--- src/rtl/rf_access_arbiter.sv ---
// Two-requester round-robin arbiter in front of a single-port register file,
// with bounded ownership locks and tagged 1-cycle read responses.
//
// state | meaning
// IDLE  | no owner, plain round-robin between requesters
// OWN0  | requester 0 holds a lock on the port
// OWN1  | requester 1 holds a lock on the port
module rf_access_arbiter #(
  parameter int AW       = 4,
  parameter int DW       = 8,
  parameter int MAX_LOCK = 4
) (
  input  logic          clk_i,
  input  logic          rst_ni,
  input  logic          r0_req_i,
  input  logic          r0_lock_i,
  input  logic          r0_we_i,
  input  logic [AW-1:0] r0_addr_i,
  input  logic [DW-1:0] r0_wdata_i,
  output logic          r0_gnt_o,
  output logic          r0_rvalid_o,
  output logic [DW-1:0] r0_rdata_o,
  input  logic          r1_req_i,
  input  logic          r1_lock_i,
  input  logic          r1_we_i,
  input  logic [AW-1:0] r1_addr_i,
  input  logic [DW-1:0] r1_wdata_i,
  output logic          r1_gnt_o,
  output logic          r1_rvalid_o,
  output logic [DW-1:0] r1_rdata_o,
  output logic [AW-1:0] rf_addr_o,
  output logic          rf_ce_o,
  output logic [DW-1:0] rf_data_in_o,
  input  logic [DW-1:0] rf_data_out_i,
  output logic          busy_o
);

  localparam int CW = $clog2(MAX_LOCK + 1);

  typedef enum logic [1:0] {
    ST_IDLE = 2'd0,
    ST_OWN0 = 2'd1,
    ST_OWN1 = 2'd2
  } state_e;

  state_e        state_q, state_d;
  logic          last_q, last_d;
  logic [CW-1:0] lock_cnt_q, lock_cnt_d;
  logic          pend_q, pend_d;
  logic          tag_q, tag_d;

  logic          owned, owner, owner_req, other_req, cap;
  logic          gnt_vld, gnt_id, gnt_lock, gnt_we;

  assign owned     = (state_q != ST_IDLE);
  assign owner     = (state_q == ST_OWN1);
  assign owner_req = owner ? r1_req_i : r0_req_i;
  assign other_req = owner ? r0_req_i : r1_req_i;
  assign cap       = (lock_cnt_q == CW'(MAX_LOCK));
  assign gnt_lock  = gnt_id ? r1_lock_i : r0_lock_i;
  assign gnt_we    = gnt_id ? r1_we_i : r0_we_i;

  // Grants are gated by reset so every output reads 0 while rst_ni is low.
  always_comb begin
    gnt_vld = 1'b0;
    gnt_id  = 1'b0;
    if (!rst_ni) begin
      gnt_vld = 1'b0;
    end else if (owned && owner_req && !(other_req && cap)) begin
      gnt_vld = 1'b1;
      gnt_id  = owner;
    end else if (owned && owner_req) begin
      gnt_vld = 1'b1;
      gnt_id  = ~owner;
    end else if (r0_req_i && r1_req_i) begin
      gnt_vld = 1'b1;
      gnt_id  = ~last_q;
    end else if (r0_req_i || r1_req_i) begin
      gnt_vld = 1'b1;
      gnt_id  = r1_req_i;
    end
  end

  always_ff @(posedge clk_i or negedge rst_ni) begin
    if (!rst_ni) begin
      state_q    <= ST_IDLE;
      last_q     <= 1'b1;
      lock_cnt_q <= '0;
      pend_q     <= 1'b0;
      tag_q      <= 1'b0;
    end else begin
      state_q    <= state_d;
      last_q     <= last_d;
      lock_cnt_q <= lock_cnt_d;
      pend_q     <= pend_d;
      tag_q      <= tag_d;
    end
  end

  always_comb begin
    state_d    = state_q;
    last_d     = last_q;
    lock_cnt_d = lock_cnt_q;
    pend_d     = 1'b0;
    tag_d      = tag_q;
    if (gnt_vld) begin
      last_d = gnt_id;
      pend_d = ~gnt_we;
      tag_d  = gnt_id;
      if (!gnt_lock) begin
        state_d    = ST_IDLE;
        lock_cnt_d = '0;
      end else if (owned && (gnt_id == owner)) begin
        if (!cap) lock_cnt_d = lock_cnt_q + CW'(1);
      end else begin
        state_d    = gnt_id ? ST_OWN1 : ST_OWN0;
        lock_cnt_d = CW'(1);
      end
    end else begin
      state_d    = ST_IDLE;
      lock_cnt_d = '0;
    end
  end

  always_comb begin
    r0_gnt_o     = gnt_vld & ~gnt_id;
    r1_gnt_o     = gnt_vld & gnt_id;
    rf_ce_o      = gnt_vld & gnt_we;
    rf_addr_o    = '0;
    rf_data_in_o = '0;
    if (gnt_vld) begin
      rf_addr_o    = gnt_id ? r1_addr_i : r0_addr_i;
      rf_data_in_o = gnt_id ? r1_wdata_i : r0_wdata_i;
    end
    r0_rvalid_o = pend_q & ~tag_q;
    r1_rvalid_o = pend_q & tag_q;
    r0_rdata_o  = r0_rvalid_o ? rf_data_out_i : '0;
    r1_rdata_o  = r1_rvalid_o ? rf_data_out_i : '0;
    busy_o      = owned;
  end

endmodule

--- config.mk ---
export PLATFORM = sky130hd
export DESIGN_NAME = rf_access_arbiter
export DESIGN_NICKNAME = d
export VERILOG_FILES = /design/src/rtl/rf_access_arbiter.sv
export SDC_FILE = /design/constraint.sdc
export NUM_CORES = 1
export LEC_CHECK = 0
export BUFFER_PORTS_ARGS = -buffer_cell sky130_fd_sc_hd__buf_2
export CORE_MARGIN = 8
export CORE_UTILIZATION = 35
export DETAILED_ROUTE_END_ITERATION = 8
export PLACE_DENSITY = 0.89
export SLEW_MARGIN = 20
export SYNTH_ARGS = -nofsm -noshare
export SYNTH_HDL_FRONTEND = slang
export SYNTH_SLANG_ARGS = --single-unit
--- constraint.sdc ---
create_clock -name clk_i -period 2.4 [get_ports clk_i]
set_input_delay 0.24 -clock clk_i [delete_from_list [all_inputs] [get_ports clk_i]]
set_output_delay 0.24 -clock clk_i [all_outputs]
set_load 0.02 [all_outputs]
==> run_results.csv <==
group,metric,value,unit
status,outcome,"complete, no violations",
clock_tree,clk_path_buf_depth,2,
placement,gp_congestion,0.845,
setup_path,path_class,"reg2out",
route,postRouteAntennaNets,0,
die,initial_core_util,36.9,%
die,die_y,61.5,um
sta,hold_ws,0.218,ns
clock_tree,cts_tree,"built",
setup_path,worstPathArrival,2.13,ns
pwr,switchingPower,187,uW
clock_tree,cts.clk_slew.worst_paths,0.06,ns
setup_path,r2r_cells,8,
route,route.vias.total,970,
final_layout,antenna_cells,0,
placement,io_buffer_count,73,
clock_tree,numCtsBuffers,3,
clock_tree,clock_latency,0.26,ns
route,first_pass_iters,4,
setup_path,crit_top_cell,"and3_4",
sta,setup_viol,0,
global_route,grt_max_degree,17,
sta,hold_violations,0,
route,drt_iter0_markers,33,
run,cap_violations,0,
die,core,1960,um^2
global_route,grtUsageTotal,15.9,%
pwr,intPower,332,uW
placement,dpl.hpwl,2430,um
sta,setup_tns,0,ns
sta,period_share,98.8,%
placement,dpl.cell_count,178,
global_route,grt_pass1_vias,1061,
sta,grt_setup_unrepaired,"true",
die,dieArea,3780,um^2
pwr,p_sw_share,36.0,%
logic_synthesis,seq_area_frac_synth,27.8,%
logic_synthesis,synthCells,81,
pwr,clockPowerShare,21.7,%
final_layout,final_core_util,67.7,%
die,rows,16,
die,boundaryPins,74,
setup_path,timing.rr.start,"lock_cnt_q[1]",
route,postRouteWirelength,3170,um
logic_synthesis,synth_cell_type_count,28,
clock_tree,cts_max_level,1,
logic_synthesis,syn_area,724,um^2
hold_path,min_path_type,"in2reg",
setup_path,crit_path_end,"rf_ce_o",
hold_path,worstHoldStart,"r0_lock_i",
final_layout,final_cells,190,
die,die_w,61.5,um
sta,report.final.slew_viol_count,0,
global_route,grt_pass1_wl,4510,um
setup_path,r2r_end,"lock_cnt_q[0]",
setup_path,start_kind,"flip-flop",
setup_path,slowest_stage,"dfrtp_1",
final_layout,syn2layout_area_growth,83.4,%
logic_synthesis,postSynthRegisterBits,8,
pwr,pwr-share-comb,47.9,%
pwr,pwr_density_cell,391,nW/um^2
route,routed_via_density,5.11,
setup_path,end_kind,"output port",
clock_tree,cts-root-buf,"clkbuf_4",
pwr,seq_power_share,30.3,%
setup_path,crit_required,2.16,ns
final_layout,n_fill_cell,172,
route,drc,0,
sta,fin_crit,2.37,ns
sta,slew_headroom,66.9,%
logic_synthesis,ys_warn_count,0,
global_route,antenna_found_initial,0,
global_route,grt-ovfl-total,0,
setup_path,cp_max_fo,4,
route,route.detailed.wl_per_inst,16.7,um
final_layout,final_layout_size_suffix_gt1_share,60.1,%
clock_tree,clock_sinks,8,
sta,fmax,422,MHz
setup_path,crit_chain,"inv_2, ha_4, and3_4, o311ai_4, and3_4, mux2i_2, nor2_1, buf_4",
setup_path,slowest_delay,0.40,ns
sta,fin_skew,0.0103,ns
setup_path,ff2ff_setup_slack,0.25,ns
pwr,ir_drop,0.000318,V
logic_synthesis,synth_fp_nets,123,
setup_path,critPathLaunch,"lock_cnt_q[1]",
sta,tightest_slew,0.494,ns
pwr,leakage,0.000754,uW
logic_synthesis,synth.avg_cell_area,8.94,um^2
final_layout,fin_nets,206,
## logic make-up after synthesis
group / after synthesis / synth area share [%]
AO/OA/AOI/OAI: 21 / 26.1
XOR/XNOR: 2 / 2.42
adder cells (fa/ha/maj): 2 / 3.45
buffers and inverters: 10 / 6.91
flip-flops: 8 / 27.8
multiplexers: 3 / 4.15
AND/OR/NAND/NOR: 35 / 29.2
## worst min path at each step
stage                               end  slack [ns]  cells after the start
after floorplan           lock_cnt_q[0]       -0.06                      0
after global placement    lock_cnt_q[0]        0.10                      1
after detailed placement  lock_cnt_q[0]        0.11                      1
after CTS                    state_q[0]        0.21                      2
after global routing         state_q[0]        0.20                      2
final                        state_q[0]        0.22                      2
## flip-flops by register name, indices dropped and copies added, names as in the netlist
name	count
lock_cnt_q	3
pend_q	1
state_q	2
last_q	1
tag_q	1
## power groups by stage
stage               Combinational, uW  Sequential (uW)  Clock (uW)
floorplan                         119              153           0
global placement                  187              158           0
detailed placement                193              159           0
CTS                               204              157         115
global route                      267              159         130
finish                            249              158         113
## Yosys cell counts
master	instances	area, um^2
ha_1	2	25.0
nor2_1	3	11.3
buf_4	1	7.51
xnor2_1	2	17.5
dfstp_2	1	26.3
nor3_1	1	5.00
o21ai_0	2	10.0
nand3_1	2	10.0
o21ba_1	1	10.0
nor3_2	1	10.0
a211oi_4	1	20.0
buf_6	1	11.3
a21oi_1	3	15.0
and3_1	10	62.6
nand2_1	2	7.51
dfrtp_1	7	175
mux2i_1	3	30.0
clkbuf_1	2	7.51
inv_1	5	18.8
and2_1	10	62.6
nand3b_1	1	7.51
a22o_1	12	105
and4b_1	1	10.0
o31ai_2	1	12.5
nor2b_1	3	18.8
o311ai_2	1	16.3
or2_2	1	6.26
buf_2	1	5.00
## per-layer routing
metal	GRT usage, %	part of all wire, %	wire (um)	vias up
met5	0	0	0	-
met2	28.1	46	1460	75
met4	8.77	1.7	53	0
met1	15.0	37	1170	435
li1	-	-	-	456
met3	7.10	15	485	4
## critical path, delay by kind of cell (launching register included)
family          cells  cell delay, ns
flops               1            0.40
compound gates      1            0.32
mux                 1            0.23
buf+inv             2            0.24
fa+ha+maj           1            0.16
simple gates        3            0.52
## layout by cell type (no fill, tap or decap), drive strengths merged, types with 2 or more instances in the layout
cell,netlist,layout
a21oi,3,3
a22o,12,12
and2,10,10
and3,10,10
buf,3,81
clkbuf,2,5
dfrtp,7,7
ha,2,2
inv,5,5
mux2i,3,3
nand2,2,2
nand3,2,2
nor2,3,3
nor2b,3,3
nor3,2,2
o21ai,2,2
xnor2,2,2
## stage by stage
stage	total power (uW)	worst slack, ns	instance area [um^2]
after CTS	477	0.0196	1180
after global placement	345	0.0385	1110
after detailed placement	352	-0.0931	1110
after global routing	556	-0.0495	1330
after floorplan	272	0.301	724
final	520	0.0297	1330
## final cells by class
cell class              count  area (um^2)  area share (%)
repair buffers             83          528            39.7
clock buffers               4         26.3            1.98
flip-flops and latches      8          201            15.2
inverters                   5         18.8            1.41
multi-input cells          63          520            39.2
well taps                  27         33.8            2.54
## what timing repair did
item / CTS / global route
gates cloned: 0 / 1
pin swaps: 1 / 3
endpoints found under the hold margin: 7 / 0
resized for setup: 4 / 25
hold buffers: 1 / 0
endpoints found under the setup margin: 14 / 14
buffers inserted: 1 / 5
Power figures use the tool's default switching activity.
